--- config.mk ---
export PLATFORM = sky130hd
export DESIGN_NAME = conv_engine_arbiter
export DESIGN_NICKNAME = d
export VERILOG_FILES = /design/src/rtl/npu_pkg.sv /design/src/rtl/rr_pick.sv /design/src/rtl/conv_engine_arbiter.sv
export SDC_FILE = /design/constraint.sdc
export NUM_CORES = 1
export LEC_CHECK = 0
export ABC_AREA = 1
export BUFFER_PORTS_ARGS = -buffer_cell sky130_fd_sc_hd__buf_2
export CAP_MARGIN = 40
export CELL_PAD_IN_SITES_DETAIL_PLACEMENT = 1
export CELL_PAD_IN_SITES_GLOBAL_PLACEMENT = 2
export CORE_AREA = 2 2 719 721
export CTS_CLUSTER_DIAMETER = 80
export DETAILED_ROUTE_END_ITERATION = 8
export DIE_AREA = 0 0 721 723
export PLACE_DENSITY = 0.38
export SYNTH_ARGS = -nofsm -noshare
export SYNTH_HDL_FRONTEND = slang
export SYNTH_HIERARCHICAL = 1
export SYNTH_SLANG_ARGS = --single-unit
--- constraint.sdc ---
create_clock -name clk -period 3.6 [get_ports clk]
set_input_delay 0.36 -clock clk [delete_from_list [all_inputs] [get_ports clk]]
set_output_delay 0.36 -clock clk [all_outputs]
set_load 0.01 [all_outputs]
--- src/rtl/npu_pkg.sv ---
// npu_pkg: shared row/result widths and arbiter state encoding
// for the conv_engine sharing path.
package npu_pkg;

  localparam int PIXEL_W      = 8;
  localparam int ROW_PIXELS   = 32;
  localparam int ROW_W        = PIXEL_W * ROW_PIXELS;
  localparam int RESULT_W     = 18;
  localparam int RESULT_LEN   = 30;
  localparam int RESULT_BUS_W = RESULT_W * RESULT_LEN;

  typedef enum logic [1:0] {
    IDLE,
    ISSUE,
    WAIT,
    RESPOND
  } arb_state_t;

endpackage

--- src/rtl/rr_pick.sv ---
// rr_pick: combinational round-robin picker, one-hot grant plus index.
// Search starts at ptr and wraps at NUM_REQ-1 (any NUM_REQ, not only 2^n).
module rr_pick #(
  parameter int NUM_REQ = 2
) (
  input  logic [NUM_REQ-1:0]         req,
  input  logic [$clog2(NUM_REQ)-1:0] ptr,
  output logic [NUM_REQ-1:0]         gnt,
  output logic [$clog2(NUM_REQ)-1:0] idx
);

  localparam int IW = $clog2(NUM_REQ);
  localparam logic [IW-1:0] LAST = IW'(NUM_REQ - 1);

  logic [IW-1:0] cand;
  logic          found;

  always_comb begin
    gnt   = '0;
    idx   = '0;
    found = 1'b0;
    cand  = ptr;
    for (int k = 0; k < NUM_REQ; k++) begin
      if (!found && req[cand]) begin
        found     = 1'b1;
        gnt[cand] = 1'b1;
        idx       = cand;
      end
      cand = (cand == LAST) ? '0 : cand + 1'b1;
    end
  end

endmodule

--- src/rtl/conv_engine_arbiter.sv ---
// conv_engine_arbiter: round-robin sharing of one conv_engine between
// row producers, with a done watchdog and id-tagged responses.
module conv_engine_arbiter
  import npu_pkg::*;
#(
  parameter int NUM_REQ = 2,
  parameter int TIMEOUT = 64
) (
  input  logic                         clk,
  input  logic                         rst,
  input  logic [NUM_REQ-1:0]           req_valid,
  input  logic [NUM_REQ*ROW_W-1:0]     req_pixels,
  output logic [NUM_REQ-1:0]           req_ready,
  output logic                         eng_start,
  output logic [ROW_W-1:0]             eng_pixels,
  input  logic                         eng_done,
  input  logic [RESULT_BUS_W-1:0]      eng_result,
  output logic                         resp_valid,
  output logic [$clog2(NUM_REQ)-1:0]   resp_id,
  output logic                         resp_err,
  output logic [RESULT_BUS_W-1:0]      resp_data,
  output logic                         busy
);

  localparam int IW = $clog2(NUM_REQ);
  localparam int TW = $clog2(TIMEOUT);
  localparam logic [IW-1:0] LAST = IW'(NUM_REQ - 1);
  localparam logic [TW-1:0] T_END = TW'(TIMEOUT - 1);

  arb_state_t              state_q, state_d;
  logic [IW-1:0]           rr_ptr_q, rr_ptr_d;
  logic [IW-1:0]           grant_q, grant_d;
  logic [TW-1:0]           timer_q, timer_d;
  logic [ROW_W-1:0]        eng_pixels_q, eng_pixels_d;
  logic                    eng_start_q, eng_start_d;
  logic                    resp_valid_q, resp_valid_d;
  logic [IW-1:0]           resp_id_q, resp_id_d;
  logic                    resp_err_q, resp_err_d;
  logic [RESULT_BUS_W-1:0] resp_data_q, resp_data_d;

  logic [NUM_REQ-1:0]      pick_gnt;
  logic [IW-1:0]           pick_idx;
  logic                    xfer;

  rr_pick #(
    .NUM_REQ (NUM_REQ)
  ) u_pick (
    .req (req_valid),
    .ptr (rr_ptr_q),
    .gnt (pick_gnt),
    .idx (pick_idx)
  );

  assign req_ready  = (state_q == IDLE) ? pick_gnt : '0;
  assign xfer       = |(req_valid & req_ready);

  assign eng_start  = eng_start_q;
  assign eng_pixels = eng_pixels_q;
  assign resp_valid = resp_valid_q;
  assign resp_id    = resp_id_q;
  assign resp_err   = resp_err_q;
  assign resp_data  = resp_data_q;
  assign busy       = (state_q != IDLE);

  always_comb begin
    state_d      = state_q;
    rr_ptr_d     = rr_ptr_q;
    grant_d      = grant_q;
    timer_d      = timer_q;
    eng_pixels_d = eng_pixels_q;
    eng_start_d  = 1'b0;
    resp_valid_d = 1'b0;
    resp_id_d    = resp_id_q;
    resp_err_d   = resp_err_q;
    resp_data_d  = resp_data_q;
    unique case (state_q)
      IDLE: begin
        if (xfer) begin
          eng_pixels_d = req_pixels[pick_idx * ROW_W +: ROW_W];
          grant_d      = pick_idx;
          eng_start_d  = 1'b1;
          state_d      = ISSUE;
        end
      end
      ISSUE: begin
        timer_d = '0;
        state_d = WAIT;
      end
      WAIT: begin
        // done outranks a watchdog expiry in the same cycle
        if (eng_done) begin
          resp_data_d  = eng_result;
          resp_err_d   = 1'b0;
          resp_id_d    = grant_q;
          resp_valid_d = 1'b1;
          state_d      = RESPOND;
        end else if (timer_q == T_END) begin
          resp_data_d  = '0;
          resp_err_d   = 1'b1;
          resp_id_d    = grant_q;
          resp_valid_d = 1'b1;
          state_d      = RESPOND;
        end else begin
          timer_d = timer_q + 1'b1;
        end
      end
      RESPOND: begin
        rr_ptr_d = (grant_q == LAST) ? '0 : grant_q + 1'b1;
        state_d  = IDLE;
      end
      default: state_d = IDLE;
    endcase
  end

  always_ff @(posedge clk) begin
    if (!rst) begin
      state_q      <= IDLE;
      rr_ptr_q     <= '0;
      grant_q      <= '0;
      timer_q      <= '0;
      eng_pixels_q <= '0;
      eng_start_q  <= 1'b0;
      resp_valid_q <= 1'b0;
      resp_id_q    <= '0;
      resp_err_q   <= 1'b0;
      resp_data_q  <= '0;
    end else begin
      state_q      <= state_d;
      rr_ptr_q     <= rr_ptr_d;
      grant_q      <= grant_d;
      timer_q      <= timer_d;
      eng_pixels_q <= eng_pixels_d;
      eng_start_q  <= eng_start_d;
      resp_valid_q <= resp_valid_d;
      resp_id_q    <= resp_id_d;
      resp_err_q   <= resp_err_d;
      resp_data_q  <= resp_data_d;
    end
  end

endmodule

==> impl_metrics.json <==
{
  "status": "finished with violations",
  "violations": "negative hold slack",
  "critPathCapture": "eng_pixels[0]",
  "port-buffer-count": 1859,
  "timing.rr.end": "eng_pixels[0]",
  "drt_iter0_markers": 1976,
  "post-place-cells": 12100,
  "rsz0062_at_grt": "no",
  "layout.nets": 7504,
  "clock.fmax_mhz": 309,
  "drc": 0,
  "h-tree-depth": 4,
  "setup_violations": 0,
  "ctsResizeCount": 0,
  "worst_path_max_delay_cell": "dlygate4sd3_1",
  "ys_seq_elements": 810,
  "crit_path_end_kind": "register",
  "num_io_pins": 1860,
  "first_pass_iters": 5,
  "place_area_um2": 48700,
  "fin_setup_tns_ns": 0,
  "holdBufCountCts": 1002,
  "syn-cell-area_um2": 31000,
  "die_w_um": 721,
  "fin_util_pct": 12.4,
  "holdCritPathClass": "input port to register",
  "path_clk_slew_ns": 0.06,
  "cts_tree": "yes",
  "max_slew.worst_pin.slew_ns": 0.945,
  "postSynth.asyncResetShare_pct": 0,
  "crit_fanout": 22,
  "grt_pass1_vias": 43100,
  "leakagePower_nw": 25.9,
  "arrival_ns": 3.95,
  "peakVddDrop_mv": 0.304,
  "rr_worst_depth": 9,
  "synth-seq-area-share_pct": 52.3,
  "wire_per_inst_um": 30.5,
  "die_h_um": 723,
  "whs_ns": -0.00215,
  "slew_headroom_pct": 37.0,
  "track_usage_pct": 15.0,
  "start_util_pct": 6.02,
  "powerDensity_nw_per_um2": 578,
  "cp.required_ns": 4.31,
  "antenna_found_initial": 235,
  "period_needed_ns": 3.24,
  "clk_latency_ns": 0.85,
  "wl_mm": 409,
  "yosysWarningCount": 6,
  "synth_cell_types": 26,
  "ys.flop_type": "dfxtp_1",
  "overflow": 0,
  "final_area_um2": 64000,
  "slew_viol_final": 0,
  "clkSinkCount": 810,
  "cp_num_cells": 9,
  "cp_top_family": "buffers and inverters",
  "via_per_inst": 3.04,
  "r2r_start": "rr_ptr_q",
  "start_kind": "register",
  "area_growth_syn_to_layout_pct": 107,
  "postRouteAntennaNets": 0,
  "core_um2": 515000,
  "routabilityCongestion": 0.969,
  "crit_buf_inv": 6,
  "grt_max_degree": 138,
  "cap_viol_max_count": 0,
  "vias": 40800,
  "fin_crit_sh_pct": 90.0,
  "cts_made_buffers": 153,
  "syn_nets": 4706,
  "cpPeakStageDelay_ns": 0.61,
  "layout-drive-gt1-share_pct": 34.6,
  "postCtsSetupBuffers": 0,
  "syn_avg_cell_area_um2": 8.51,
  "path_cells": "inv_1 > a21oi_4 > buf_12 > buf_12 > buf_4 > mux2i_1 > dlygate4sd3_1 > a21oi_1 > dlygate4sd3_1",
  "crit_path_start": "rr_ptr_q",
  "clock_skew_ns": 0.0541,
  "synth_edf_count": 0,
  "hold_viol": 1,
  "grt_pass1_wl_mm": 505,
  "crit_type": "register to register",
  "cts_root_buf": "clkbuf_16",
  "netlist_instances": 3643,
  "r2r_slack_ns": 0.36,
  "detailed_place_hpwl_mm": 348,
  "fin_cells": 13400,
  "clockBufferDepth": 4,
  "num_rows": 264,
  "fp.dieArea_um2": 521000
}
state kept, by name, summed over array words and instances, names as in the netlist, 2 cells and up:
name,cells
eng_pixels,256
resp_data,540
state_q,2
timer_q,6
area by class of cell:
class                           instances  area [um2]
Clock buffer                          212        4410
Tap cell                             6783        8490
Timing Repair Buffer                 2996       20800
Antenna cell                           62         155
Sequential cell                       810       16200
Inverter                               16        75.1
Clock inverter                         64         774
Multi-Input combinational cell       2464       13100
Fill cell                           61100      451000
worst min-delay path, stage by stage:
cell and delay (ns):
buf_2 0.10, nand2_1 0.22, a21oi_1 0.11
metal layers:
layer | track usage, % | up-vias | wire, um | share of wire, %
met4 | 3.32 | 26 | 11400 | 2.8
met5 | 0 | - | 184 | 0.045
met2 | 26.4 | 1651 | 200000 | 49
met1 | 16.8 | 20200 | 158000 | 39
met3 | 6.22 | 555 | 39700 | 9.7
li1 | - | 18400 | - | -
logic make-up after synthesis:
| family | after synthesis | share of synthesized area, % |
|---|---|---|
| AND/OR/NAND/NOR | 1128 | 15.9 |
| adder cells (fa/ha/maj) | 6 | 0.242 |
| AO/OA/AOI/OAI | 1073 | 17.4 |
| multiplexers | 256 | 8.26 |
| buffers and inverters | 369 | 5.84 |
| flip-flops | 810 | 52.3 |
| XOR/XNOR | 1 | 0.0283 |
Yosys cell counts (2+ instances only):
| master | number | area, um2 |
|---|---|---|
| ha_1 | 6 | 75.1 |
| nand3_1 | 551 | 2760 |
| a21oi_1 | 809 | 4050 |
| buf_1 | 21 | 78.8 |
| o21ai_0 | 259 | 1300 |
| buf_4 | 2 | 15.0 |
| dfxtp_1 | 810 | 16200 |
| mux2i_1 | 256 | 2560 |
| inv_1 | 14 | 52.6 |
| buf_6 | 22 | 248 |
| nor2_1 | 9 | 33.8 |
| nand2_1 | 563 | 2110 |
| inv_2 | 2 | 7.51 |
| buf_2 | 201 | 1010 |
| clkbuf_1 | 107 | 402 |
layout by cell type (no fill, tap or decap), drive strengths merged:
cell,count
buf,1994
dlygate4sd3,1002
dfxtp,810
a21oi,809
nand2,564
nand3,552
o21ai,259
mux2i,256
clkbuf,212
diode,62
clkinv,32
inv,28
clkinvlp,10
bufinv,10
nor2,10
ha,6
o21bai,2
a21boi,2
nand4,1
xnor2,1
nor3,1
a211oi,1
worst min path at each step:
stage	start	to	slack [ns]	cells past startpoint
final	eng_result[209]	resp_data[209]	-0.002	3
after global placement	resp_err	resp_err	0.46	2
after floorplan	grant_q	rr_ptr_q	0.43	1
after CTS	req_pixels[343]	eng_pixels[87]	0.0008	4
after detailed placement	resp_err	resp_err	0.46	2
after global routing	eng_result[209]	resp_data[209]	0.01	3
per-stage QoR:
step	setup slack (ns)	power, mW
after detailed placement	0.870	20.8
after floorplan	2.04	14.5
after CTS	0.282	38.3
after global placement	0.843	20.8
final	0.360	37.0
after global routing	0.205	39.1
power breakdown:
part	internal [mW]	switching (mW)	leakage (nW)
Sequential	10.3	0.805	6.59
Clock	9.35	6.17	2.53
Combinational	3.53	6.89	16.8
Total	23.2	13.9	25.9
(Power assumes the default switching activity.)
